[config.mk]
export PLATFORM = sky130hd
export DESIGN_NAME = sram_march_pattern_tester_flat
export DESIGN_NICKNAME = d
export VERILOG_FILES = /design/src/rtl/sram_march_pattern_tester_if.sv /design/src/rtl/sram_march_pattern_tester.sv /design/src/flat_wrapper.sv
export SDC_FILE = /design/constraint.sdc
export NUM_CORES = 1
export LEC_CHECK = 0
export CORE_UTILIZATION = 35
export CTS_CLUSTER_SIZE = 14
export DETAILED_ROUTE_END_ITERATION = 12
export GPL_TIMING_DRIVEN = 0
export HOLD_SLACK_MARGIN = 0.03
export PLACE_DENSITY_LB_ADDON = 0.25
export SYNTH_ARGS = -nofsm -noshare
export SYNTH_HDL_FRONTEND = slang
export SYNTH_SLANG_ARGS = --single-unit
[constraint.sdc]
create_clock -name clock_50_mhz_input -period 2.8 [get_ports clock_50_mhz_input]
set_input_delay 0.42 -clock clock_50_mhz_input [delete_from_list [all_inputs] [get_ports clock_50_mhz_input]]
set_output_delay 0.42 -clock clock_50_mhz_input [all_outputs]
set_load 0.005 [all_outputs]
[src/rtl/sram_march_pattern_tester_if.sv]
// Handshake bundle between the march pattern tester (master) and the
// byte-wide SRAM controller (slave).
interface sram_march_pattern_tester_if #(
  parameter int ADDR_WIDTH = 19
);
  logic                  start_output;
  logic                  read_or_write_output;
  logic [ADDR_WIDTH-1:0] address_output;
  logic [7:0]            data_output;
  logic [7:0]            data_from_controller_input;
  logic                  data_ready_signal_input;
  logic                  writing_finished_signal_input;
  logic                  busy_signal_input;

  modport master (
    output start_output, read_or_write_output, address_output, data_output,
    input  data_from_controller_input, data_ready_signal_input,
           writing_finished_signal_input, busy_signal_input
  );

  modport slave (
    input  start_output, read_or_write_output, address_output, data_output,
    output data_from_controller_input, data_ready_signal_input,
           writing_finished_signal_input, busy_signal_input
  );
endinterface

[src/rtl/sram_march_pattern_tester.sv]
// Four-pass march tester (write P, read P, write ~P, read ~P) over the SRAM controller.
// Optional first-error capture is built when SRAM_TESTER_ERROR_LOG_EN is defined.
module sram_march_pattern_tester #(
  parameter int                    ADDR_WIDTH        = 19,
  parameter logic [ADDR_WIDTH-1:0] LAST_ADDRESS      = ADDR_WIDTH'(19'h7FFFF),
  parameter int                    ERROR_COUNT_WIDTH = 16,
  parameter int                    TIMEOUT_CYCLES    = 16
) (
  input  logic                         clock_50_mhz_input,
  input  logic                         reset_n_input,
  input  logic                         start_test_input,
  sram_march_pattern_tester_if.master  ctrl,
  output logic                         test_running_output,
  output logic                         test_done_output,
  output logic                         test_pass_output,
  output logic                         timeout_error_output,
  output logic [1:0]                   pass_index_output,
  output logic [ERROR_COUNT_WIDTH-1:0] error_count_output,
  output logic [ADDR_WIDTH-1:0]        first_error_address_output,
  output logic [7:0]                   first_error_expected_output,
  output logic [7:0]                   first_error_actual_output
);

  localparam int EXT_W = (ADDR_WIDTH > 19) ? ADDR_WIDTH : 19;
  localparam int WD_W  = $clog2(TIMEOUT_CYCLES + 1);

  typedef enum logic [2:0] {IDLE, ISSUE, WAIT_ACK, WAIT_IDLE, NEXT, DONE} state_t;

  state_t                state;
  logic [ADDR_WIDTH-1:0] addr;
  logic [WD_W-1:0]       watchdog;
  logic [7:0]            expected_byte;
  logic                  mismatch;

  // Address bits beyond ADDR_WIDTH are treated as zero.
  function automatic logic [7:0] pattern(input logic [ADDR_WIDTH-1:0] a);
    logic [EXT_W-1:0] w;
    w = EXT_W'(a);
    return w[7:0] ^ w[15:8] ^ {5'b0, w[18:16]};
  endfunction

  // Passes 2/3 use the inverted pattern; this byte is both write data and compare value.
  assign expected_byte = pass_index_output[1] ? ~pattern(addr) : pattern(addr);
  assign mismatch      = (ctrl.data_from_controller_input != expected_byte);

  always_ff @(posedge clock_50_mhz_input or negedge reset_n_input) begin
    if (!reset_n_input) begin
      state                     <= IDLE;
      addr                      <= '0;
      watchdog                  <= '0;
      pass_index_output         <= '0;
      error_count_output        <= '0;
      test_running_output       <= 1'b0;
      test_done_output          <= 1'b0;
      test_pass_output          <= 1'b0;
      timeout_error_output      <= 1'b0;
      ctrl.start_output         <= 1'b0;
      ctrl.read_or_write_output <= 1'b0;
      ctrl.address_output       <= '0;
      ctrl.data_output          <= '0;
    end else begin
      ctrl.start_output <= 1'b0;
      case (state)
        IDLE, DONE: begin
          if (start_test_input) begin
            addr                 <= '0;
            pass_index_output    <= '0;
            error_count_output   <= '0;
            timeout_error_output <= 1'b0;
            test_done_output     <= 1'b0;
            test_pass_output     <= 1'b0;
            test_running_output  <= 1'b1;
            state                <= ISSUE;
          end
        end
        ISSUE: begin
          if (!ctrl.busy_signal_input) begin
            ctrl.start_output         <= 1'b1;
            ctrl.read_or_write_output <= ~pass_index_output[0];
            ctrl.address_output       <= addr;
            ctrl.data_output          <= pass_index_output[0] ? 8'h00 : expected_byte;
            watchdog                  <= '0;
            state                     <= WAIT_ACK;
          end
        end
        WAIT_ACK: begin
          if (pass_index_output[0] ? ctrl.data_ready_signal_input
                                   : ctrl.writing_finished_signal_input) begin
            if (pass_index_output[0] && mismatch && (error_count_output != '1))
              error_count_output <= error_count_output + ERROR_COUNT_WIDTH'(1);
            state <= WAIT_IDLE;
          end else if (watchdog == WD_W'(TIMEOUT_CYCLES - 1)) begin
            timeout_error_output <= 1'b1;
            test_done_output     <= 1'b1;
            test_running_output  <= 1'b0;
            state                <= DONE;
          end else begin
            watchdog <= watchdog + WD_W'(1);
          end
        end
        WAIT_IDLE: begin
          if (!ctrl.busy_signal_input) state <= NEXT;
        end
        NEXT: begin
          if (addr == LAST_ADDRESS) begin
            addr <= '0;
            if (pass_index_output == 2'd3) begin
              test_done_output    <= 1'b1;
              test_running_output <= 1'b0;
              test_pass_output    <= (error_count_output == '0);
              state               <= DONE;
            end else begin
              pass_index_output <= pass_index_output + 2'd1;
              state             <= ISSUE;
            end
          end else begin
            addr  <= addr + ADDR_WIDTH'(1);
            state <= ISSUE;
          end
        end
        default: state <= IDLE;
      endcase
    end
  end

`ifdef SRAM_TESTER_ERROR_LOG_EN
  logic logged;

  always_ff @(posedge clock_50_mhz_input or negedge reset_n_input) begin
    if (!reset_n_input) begin
      logged                      <= 1'b0;
      first_error_address_output  <= '0;
      first_error_expected_output <= '0;
      first_error_actual_output   <= '0;
    end else if ((state == IDLE || state == DONE) && start_test_input) begin
      logged                      <= 1'b0;
      first_error_address_output  <= '0;
      first_error_expected_output <= '0;
      first_error_actual_output   <= '0;
    end else if (state == WAIT_ACK && pass_index_output[0] &&
                 ctrl.data_ready_signal_input && mismatch && !logged) begin
      logged                      <= 1'b1;
      first_error_address_output  <= addr;
      first_error_expected_output <= expected_byte;
      first_error_actual_output   <= ctrl.data_from_controller_input;
    end
  end
`else
  assign first_error_address_output  = '0;
  assign first_error_expected_output = '0;
  assign first_error_actual_output   = '0;
`endif

endmodule

[src/flat_wrapper.sv]
// flat-port wrapper written by rule: the top's interface ports become plain ports
module sram_march_pattern_tester_flat 
#(
  parameter int                    ADDR_WIDTH        = 19,
  parameter logic [ADDR_WIDTH-1:0] LAST_ADDRESS      = ADDR_WIDTH'(19'h7FFFF),
  parameter int                    ERROR_COUNT_WIDTH = 16,
  parameter int                    TIMEOUT_CYCLES    = 16
)
  (clock_50_mhz_input, reset_n_input, start_test_input, test_running_output, test_done_output, test_pass_output, timeout_error_output, pass_index_output, error_count_output, first_error_address_output, first_error_expected_output, first_error_actual_output, ctrl_start_output, ctrl_read_or_write_output, ctrl_address_output, ctrl_data_output, ctrl_data_from_controller_input, ctrl_data_ready_signal_input, ctrl_writing_finished_signal_input, ctrl_busy_signal_input);
  sram_march_pattern_tester_if #(.ADDR_WIDTH(ADDR_WIDTH)) ctrl_i ();
  input  logic clock_50_mhz_input;
  input  logic reset_n_input;
  input  logic start_test_input;
  output logic test_running_output;
  output logic test_done_output;
  output logic test_pass_output;
  output logic timeout_error_output;
  output logic [1:0] pass_index_output;
  output logic [ERROR_COUNT_WIDTH-1:0] error_count_output;
  output logic [ADDR_WIDTH-1:0] first_error_address_output;
  output logic [7:0] first_error_expected_output;
  output logic [7:0] first_error_actual_output;
  output wire logic [$bits(ctrl_i.start_output)-1:0] ctrl_start_output;
  output wire logic [$bits(ctrl_i.read_or_write_output)-1:0] ctrl_read_or_write_output;
  output wire logic [$bits(ctrl_i.address_output)-1:0] ctrl_address_output;
  output wire logic [$bits(ctrl_i.data_output)-1:0] ctrl_data_output;
  input wire logic [$bits(ctrl_i.data_from_controller_input)-1:0] ctrl_data_from_controller_input;
  input wire logic [$bits(ctrl_i.data_ready_signal_input)-1:0] ctrl_data_ready_signal_input;
  input wire logic [$bits(ctrl_i.writing_finished_signal_input)-1:0] ctrl_writing_finished_signal_input;
  input wire logic [$bits(ctrl_i.busy_signal_input)-1:0] ctrl_busy_signal_input;
  assign ctrl_start_output = ctrl_i.start_output;
  assign ctrl_read_or_write_output = ctrl_i.read_or_write_output;
  assign ctrl_address_output = ctrl_i.address_output;
  assign ctrl_data_output = ctrl_i.data_output;
  assign ctrl_i.data_from_controller_input = ctrl_data_from_controller_input;
  assign ctrl_i.data_ready_signal_input = ctrl_data_ready_signal_input;
  assign ctrl_i.writing_finished_signal_input = ctrl_writing_finished_signal_input;
  assign ctrl_i.busy_signal_input = ctrl_busy_signal_input;
  sram_march_pattern_tester #(.ADDR_WIDTH(ADDR_WIDTH), .LAST_ADDRESS(LAST_ADDRESS), .ERROR_COUNT_WIDTH(ERROR_COUNT_WIDTH), .TIMEOUT_CYCLES(TIMEOUT_CYCLES)) u_core (.clock_50_mhz_input(clock_50_mhz_input), .reset_n_input(reset_n_input), .start_test_input(start_test_input), .ctrl(ctrl_i), .test_running_output(test_running_output), .test_done_output(test_done_output), .test_pass_output(test_pass_output), .timeout_error_output(timeout_error_output), .pass_index_output(pass_index_output), .error_count_output(error_count_output), .first_error_address_output(first_error_address_output), .first_error_expected_output(first_error_expected_output), .first_error_actual_output(first_error_actual_output));
endmodule
; ---- Yosys cells after proc, flatten, opt, wreduce, memory -nomap -nowiden
; Index checks and enable logic that the tools add are counted.
[totals]
reg_bits = 78
latchBits = 0
ramBits = 0
mem_bits_ro = 0
inputBits = 14
output_inout_bits = 86
elab_cells = 106
memories = 0
[op_classes]
addsub = 4
multipliers = 0
div_mod_pow = 0
n_lt_le_gt_ge = 0
n_eq_ne = 22
n_shift = 0
n_mux = 44
bitwise_logic = 5
n_reduce_logical = 18
[op_table]
columns = operator, count
row1 = $mux W16, 3
row2 = $mux W19, 2
row3 = $pmux W19 S2, 1
row4 = $pmux W16 S2, 1
row5 = $reduce_and A4 Y1, 6
row6 = $mux W3, 7
row7 = $add A19 B1 Y19 const B, 1
row8 = $eq A19 B19 Y1 const B, 1
row9 = $add A16 B1 Y16 const B, 1
row10 = $logic_not A16 Y1, 1
row11 = $mux W8, 2
row12 = $ne A16 B16 Y1 const B, 1
row13 = $mux W1, 15
row14 = $mux W5, 3
row15 = $pmux W3 S5, 1
row16 = $ne A2 B2 Y1 const B, 6
row17 = $ne A2 B1 Y1 const B, 5
row18 = $pmux W5 S2, 1
row19 = $ne A8 B8 Y1, 1
row20 = $not A8 Y8, 1
row21 = $xor A8 B3 Y8, 1
row22 = $xor A8 B8 Y8, 1
row23 = $eq A3 B2 Y1 const B, 2
row24 = $eq A3 B3 Y1 const B, 2
row25 = other kinds (18), 27

; ---- Logic depth before layout (Yosys ltp)
; Gate-level depths: netlist of run 1.
[depth]
ltp_word = 10
depth_mapped = 10
ltp_nobuf = 8

; ---- Worst setup path after synthesis of run 1
; Ideal clock, no wire load.
[synth_path]
kind = input to register
startpoint = input u_core.error_count_output[0]
endpoint = register u_core.error_count_output[2]
setup_ns = 0.121
t_arrival_ns = 2.138
required_time_ns = 2.679
path_slack_ns = 0.541
path_stages = 9
path_buffers = 1
cell_sequence = dfrtp_1 > ha_1 > and3_2 > nand4_4 > o41ai_4 > a21oi_4 > buf_6 > mux2i_1 > a22o_1
[synth_via]
elab_chain_cells = 4
word_cells_on_any_way = 8
cone_classes = add/sub (1) / eq/ne (2) / mux (3) / reduce/logical (2)
[synth_rtl]
columns = element, line
row1 = from (decl), sram_march_pattern_tester.sv:18  ; output logic [ERROR_COUNT_WIDTH-1:0] error_count_output,
row2 = $add A16 B1 Y16 or $ne A16 B16 Y1 (tied branches), "sram_march_pattern_tester.sv:90, sram_march_pattern_tester.sv:89"
row3 = $mux W16 or $logic_and A1 B1 Y1 (tied branches), sram_march_pattern_tester.sv:89  ; if (pass_index_output[0] && mismatch && (error_count_output != '1))
row4 = $mux W16 or $ne A2 B1 Y1 (tied branches), --
row5 = $pmux W16 S2 or $reduce_and A4 Y1 (tied branches), --
; Parallel ways exist; a longest one is shown, timed or not. The select of a mux whose other input is x is not followed.
; A chain may end at the register's enable or synchronous reset.

; ---- Worst setup path after layout of run 1
; Ends and elaborated chain as after synthesis.

==> results.md, run 1 <==
- Final Max Tran Viols: 0
- Fin. Hold Viols: 0
- Worst VDD drop: ~420 uV
- MaxCap Viol Count: 0
- Starting Density: 0.365
- RD Place Congestion: 0.894
- CP arrival: around 2.9 ns
- TritonRoute pass-1 iters: 6
- Nets: roughly 640
- Static Leak: approximately 2.9 nW
- Post-synth ARST share: 1.00
- Most common cell after layout, fill and taps aside: nand2_1
- Worst slew pin tran: 0.822 ns
- Crit path cell chain: ha_1 > and3_2 > nand4_4 > o41ai_4 > a21oi_4 > buf_6 > mux2i_1 > a22o_1
- Final Skew: 0.00806 ns
- Count of input and output buffers: 64
- DP Wirelength: 8470 microns
- PD cells: 601 nW/um^2
- Core Area: 12,900 sq um
- Overall Power: roughly 3.6 mW
- Layout cell share with drive strength beyond 1: 0.152
- Setup TNS: 0 ns
- Final setup violation count: 0
- Setup WS pre-CTS: around 0.057 ns
- Root Buffer: clkbuf_16
- Post-synth EDFFs: 0
- WL/cell: 14.7 microns
- Area Growth Syn to Fin: 28.4%
- Largest net degree at the start of global routing: 54
- Synth Flop Type: dfrtp_1
- Die Span Y: 118 microns
- Peak Freq: 380 MHz
- Antenna Nets Post-Route: 0
- CTS Buf Count: 9
- Clk slew on worst S/H paths: about 0.060 ns
- First-pass GRT wire length: 19,600 microns
- Bufs on Longest Clock Path: 2
- Post-CTS Repair Setup Buffers: 0
- Critical-path maximum fanout: 10
- Max-slew headroom: 0.447
- Setup ws final: ~0.17 ns
- Clock sink total: 78
- Syn Inst Count: 510
- Antenna violations before repair: 0
- Synth Register Bits: slightly below 80
- Vias in the first global route: 3,844
- Io pins: 100
- Period minus WS final: 2.63 ns
- Ys Warns: 0
- Detailed Route WL: 11,700 microns
- Gr ovfl total: 0
- Most frequent cells in the layout: nand2_1 (98), dfrtp_1 (78), clkdlybuf4s50_1 (63), buf_4 (38), o21ai_0 (37)
- FP Rows: 41
- Critical path type: reg -> reg
- Register area share after synthesis: 0.416
- Worst Setup Start Kind: flop
- CP max stage delay: about 0.79 ns
- Hold Path Class: reg -> reg
- Status: finished, final reports clean
- Critical Path End Type: flop
- Avg Cell Area, Syn: 9.21 sq um
- TritonCTS clock tree: built
- Drt via density: just under 5
- CP max stage cell: o41ai_4
- Worst Path Required: 3.03 ns
- Cell variety after synth: 66
- RSZ-0062 raised after global routing: no
- Die Area: around 14,000 sq um
- Residual DRC: 0
- CTS HTree Levels: 3
- Gr usage total: 0.179
- Cell area after synthesis: 4700 sq um
- Clk_lat worst skew: 0.34 ns
- Die X: 118 microns
- Via count: between 3,000 and 4,000
- Fillers: 1,250
- Fin crit share: 0.939
- Ant. Diodes: 0
- 1st-iter DRT viols: 211
-- power breakdown --
group,leakage (nW),internal [mW],switching [mW]
Clock,0.146,0.738,0.467
Sequential,1.07,1.26,0.108
Combinational,1.63,0.486,0.572
Total,2.85,2.48,1.15
-- layer usage --
metal | GRT usage | routed length [microns] | up-vias
met3 | 0.0412 | 610 | 18
met5 | 0 | 0 | -
met1 | 0.239 | 5480 | 1877
met4 | 0.0633 | 210 | 0
met2 | 0.282 | 5400 | 129
li1 | - | - | 1920
-- state kept, by name, indices dropped and copies added (netlist names), 2 cells and up --
signal / cells
u_core.addr: 19
u_core.error_count_output: 16
u_core.ctrl.address_output: 19
u_core.watchdog: 5
u_core.pass_index_output: 2
u_core.state: 3
u_core.ctrl.data_output: 8
-- final timing paths --
check / from / endpoint / slack [ns] / cells after the start
setup / recovery: u_core.error_count_output[0]$_DFFE_PN0P_ / u_core.error_count_output[2]$_DFFE_PN0P_ / 0.17 / 8
hold / removal: u_core.ctrl.address_output[17]$_DFFE_PN0P_ / u_core.ctrl.address_output[17]$_DFFE_PN0P_ / 0.48 / 2
setup reg to reg: u_core.error_count_output[0]$_DFFE_PN0P_ / u_core.error_count_output[2]$_DFFE_PN0P_ / 0.17 / 8
hold reg to reg: u_core.ctrl.address_output[17]$_DFFE_PN0P_ / u_core.ctrl.address_output[17]$_DFFE_PN0P_ / 0.48 / 2
max in group asynchronous: reset_n_input / u_core.timeout_error_output$_DFFE_PN0P_ / 1.68 / 3
min in group asynchronous: reset_n_input / u_core.ctrl.address_output[2]$_DFFE_PN0P_ / 0.53 / 2
-- what timing repair did --
action,CTS,global route
resized for setup,0,2
hold buffers,1,0
endpoints found under the hold margin,25,0
setup endpoints to repair,0,17
-- cell usage after synthesis (3+ instances only) --
master    count  share of area
nand3_1      12          0.013
nor2b_1       3         0.0040
inv_1        11         0.0088
mux2i_1       9          0.019
and2_1        5         0.0067
nand4_1       7         0.0093
a31oi_1       4         0.0053
mux2_2        3         0.0072
ha_1          6          0.016
xor2_1        6          0.011
a211oi_1      3         0.0048
or3_1         4         0.0053
xnor2_1      14          0.026
buf_4        37          0.059
nor3_1       11          0.012
buf_2         9         0.0096
a21o_1        8          0.013
nand2b_1      3         0.0040
a22o_1        9          0.017
nand2_1      98          0.078
o31ai_1       7          0.011
and3_1        7         0.0093
dfrtp_1      78           0.42
clkbuf_1     12         0.0096
buf_6         4         0.0096
xnor3_1       3          0.014
a21oi_1       7         0.0075
and3_2        4         0.0064
o21ai_0      37          0.039
nor4_1       10          0.013
a211o_1       4         0.0075
nor2_1       35          0.028
-- layout make-up --
type                       instances  area, sq um  area share
buffer                            65          433      0.0718
timing repair buffer              66          676       0.112
clock inverter                     3         42.5     0.00705
multi-input combinational        390         2410       0.400
sequential                        78         1950       0.324
clock buffer                      13          260      0.0431
tap                              172          215      0.0357
inverter                          11         41.3     0.00684
-- per-stage QoR --
stage,utilization,hold slack [ns],instances,area (sq um)
finish,0.469,0.475,798,6030
global placement,0.441,0.460,780,5680
floorplan,-,0.124,544,4820
global route,0.469,0.502,798,6030
detailed placement,0.443,0.364,781,5710
CTS,0.467,0.482,798,6020
-- logic make-up after synthesis --
kind of cell             synth area share
AO/OA/AOI/OAI                       0.135
XOR/XNOR                           0.0775
adder cells (fa/ha/maj)            0.0160
buffers and inverters               0.101
flip-flops                          0.416
multiplexers                       0.0288
other                            0.000798
AND/OR/NAND/NOR                     0.225
-- critical path, delay by kind of cell (launching register included) --
family / cells / cell delay [ns]
simple gates: 2 / 0.39
fa+ha+maj: 1 / 0.23
compound gates: 3 / 1.14
flops: 1 / 0.43
buf+inv: 1 / 0.21
mux: 1 / 0.12
No activity file was read; power rests on OpenSTA's default activity.
==> run 2, diff against run 1 <==
--- a/config.mk
+++ b/config.mk
@@ -5,7 +5,7 @@
 export SDC_FILE = /design/constraint.sdc
 export NUM_CORES = 1
 export LEC_CHECK = 0
-export CORE_UTILIZATION = 35
+export CORE_UTILIZATION = 52
 export CTS_CLUSTER_SIZE = 14
 export DETAILED_ROUTE_END_ITERATION = 12
 export GPL_TIMING_DRIVEN = 0
==> run 2 against run 1 <==
Compared with the run above: clock power fell by 17%; design area fell by 2.7%; sequential cell count did not move; critical path depth did not move; via count rose by 2.5%; worst hold slack improved by 0.0015 ns; die area fell by 32%; core utilization rose by 20 points; non-clock buffer count did not move; wire length fell by 1.8%; clock skew barely moved; worst setup slack got worse by 0.015 ns; critical path type unchanged; critical endpoint unchanged.
==> results.md, run 2 (synthesis gave the netlist of run 1 again) <==
- Vias in the first global route: 3,841
- Die Area: 9420 sq um
- Crit path cell chain: ha_1 > and3_2 > nand4_4 > o41ai_4 > a21oi_4 > buf_6 > mux2i_1 > a22o_1
- Hold_ws: 0.477 ns
- Worst Path Required: 3.04 ns
- Fillers: 715
- Worst Setup Start Kind: flop
- Via count: roughly 4,000
- Overall Power: 3.43 mW
- Bufs and invs on worst path: 1
- Drt via density: about 5.5
- CTS HTree Levels: 3
- Final setup violation count: 0
- WL/cell: 15.7 microns
- CP arrival: 2.89 ns
- MaxCap Viol Count: 0
- Bufs on Longest Clock Path: 2
- Final Max Tran Viols: 0
- Critical path type: reg -> reg
- Root Buffer: clkbuf_8
- Largest net degree at the start of global routing: 51
- Fin crit share: 0.945
- Antenna violations before repair: 0
- Count of input and output buffers: between 60 and 70
- Critical path's top delay family: compound AO/OA/AOI/OAI gates
- Area Growth Syn to Fin: 25.0%
- Antenna Nets Post-Route: 0
- CTS Buf Count: 9
- Most frequent cells in the layout: nand2_1 (98), dfrtp_1 (78), clkdlybuf4s50_1 (63), buf_4 (38), o21ai_0 (37)
- Nets: 641
- Gr usage total: 0.255
- Die Span Y: 97.0 microns
- Period minus WS final: 2.65 ns
- PD cells: 585 nW/um^2
- CP max stage cell: o41ai_4
- Residual DRC: 0
- Most common cell after layout, fill and taps aside: nand2_1
- FP Rows: 34
- Clock sink total: 78
- FF+latch area: 1950 sq um
- Core Area: 8720 sq um
- Hold Path Class: reg -> reg
- DP Wirelength: around 8300 microns
- Starting Density: 0.539
- Die X: between 90 and 100 microns
- Layout cell share with drive strength beyond 1: 0.150
- Max-slew headroom: 0.454
- Multi-input gate area: 2400 sq um
- Status: finished, final reports clean
- Io pins: 100
- Ant. Diodes: 0
- Setup ws final: 0.155 ns
- Critical Path End Type: flop
- Setup TNS: 0 ns
- Gr ovfl total: 0
- Fin. Hold Viols: 0
- 1st-iter DRT viols: between 150 and 200
- Setup WS pre-CTS: roughly 0.10 ns
- RD Place Congestion: between 0.8 and 0.9
- TritonRoute pass-1 iters: 8
- Clk slew on worst S/H paths: 0.08 ns
- Critical-path maximum fanout: 10
- CP max stage delay: 0.78 ns
- Detailed Route WL: between 10,000 and 15,000 microns
- Worst slew pin tran: 0.811 ns
- Clk_lat worst skew: 0.35 ns
- Largest regs: u_core.addr (19), u_core.ctrl.address_output (19), u_core.error_count_output (16)
- First-pass GRT wire length: 19,200 microns
- Static Leak: 2.80 nW
- Final Skew: 0.00797 ns
- TritonCTS clock tree: built
- Peak Freq: roughly 380 MHz
- Worst VDD drop: a little under 400 uV
run 2: cell count changes in the layout (fill, tap and decap cells not counted), sizes merged:
| cell | before | now |
|---|---|---|
| clkbuf | 26 | 25 |
| clkinvlp | 1 | 0 |
| bufinv | 1 | 3 |
run 2: worst min-delay path, delay by kind of cell (launching register included):
| family | cells | cell delay, ns |
|---|---|---|
| and+or+nand+nor | 2 | 0.11 |
| DFF | 1 | 0.34 |
run 2: worst paths after layout:
kind	end	from	cells after the start	slack, ns
min in group asynchronous	u_core.ctrl.address_output[0]$_DFFE_PN0P_	reset_n_input	2	0.53
min	u_core.ctrl.address_output[4]$_DFFE_PN0P_	u_core.ctrl.address_output[4]$_DFFE_PN0P_	2	0.48
min reg2reg	u_core.ctrl.address_output[4]$_DFFE_PN0P_	u_core.ctrl.address_output[4]$_DFFE_PN0P_	2	0.48
max	u_core.error_count_output[2]$_DFFE_PN0P_	u_core.error_count_output[0]$_DFFE_PN0P_	8	0.15
max in group asynchronous	u_core.addr[11]$_DFFE_PN0P_	reset_n_input	3	1.68
max reg2reg	u_core.error_count_output[2]$_DFFE_PN0P_	u_core.error_count_output[0]$_DFFE_PN0P_	8	0.15
run 2: where the power goes:
group	switching [mW]	leakage [nW]	internal (mW)
Combinational	0.576	1.62	0.486
Sequential	0.110	1.07	1.25
Clock	0.414	0.115	0.593
Total	1.10	2.80	2.33
run 2: what timing repair did:
action | in CTS | in global routing
buffers inserted | 0 | 0
endpoints found under the setup margin | 0 | 14
hold endpoints to repair | 28 | 0
gates resized for setup | 0 | 1
hold buffers | 1 | 0
run 2: per-layer routing:
layer  global-route usage  routed length, microns  vias up
li1                     -                       -     1913
met1                0.336                    5040     1961
met2                0.422                    5660      147
met3               0.0441                     543       21
met4               0.0953                     250        0
met5                    0                       0        -
run 2: area by class of cell:
| class | count | area share |
|---|---|---|
| clock inverters | 4 | 0.0162 |
| repair buffers | 66 | 0.115 |
| inverters | 11 | 0.00703 |
| clock buffers | 12 | 0.0230 |
| multi-input cells | 390 | 0.410 |
| plain buffers | 65 | 0.0737 |
| well taps | 108 | 0.0230 |
| flip-flops and latches | 78 | 0.332 |
run 2: metrics by stage:
| stage | instance area, sq um | utilization | cells |
|---|---|---|---|
| after floorplan | 4820 | - | 544 |
| after global placement | 5600 | 0.642 | 716 |
| after detailed placement | 5630 | 0.645 | 717 |
| after CTS | 5870 | 0.673 | 734 |
| after global routing | 5870 | 0.673 | 734 |
| final | 5870 | 0.673 | 734 |
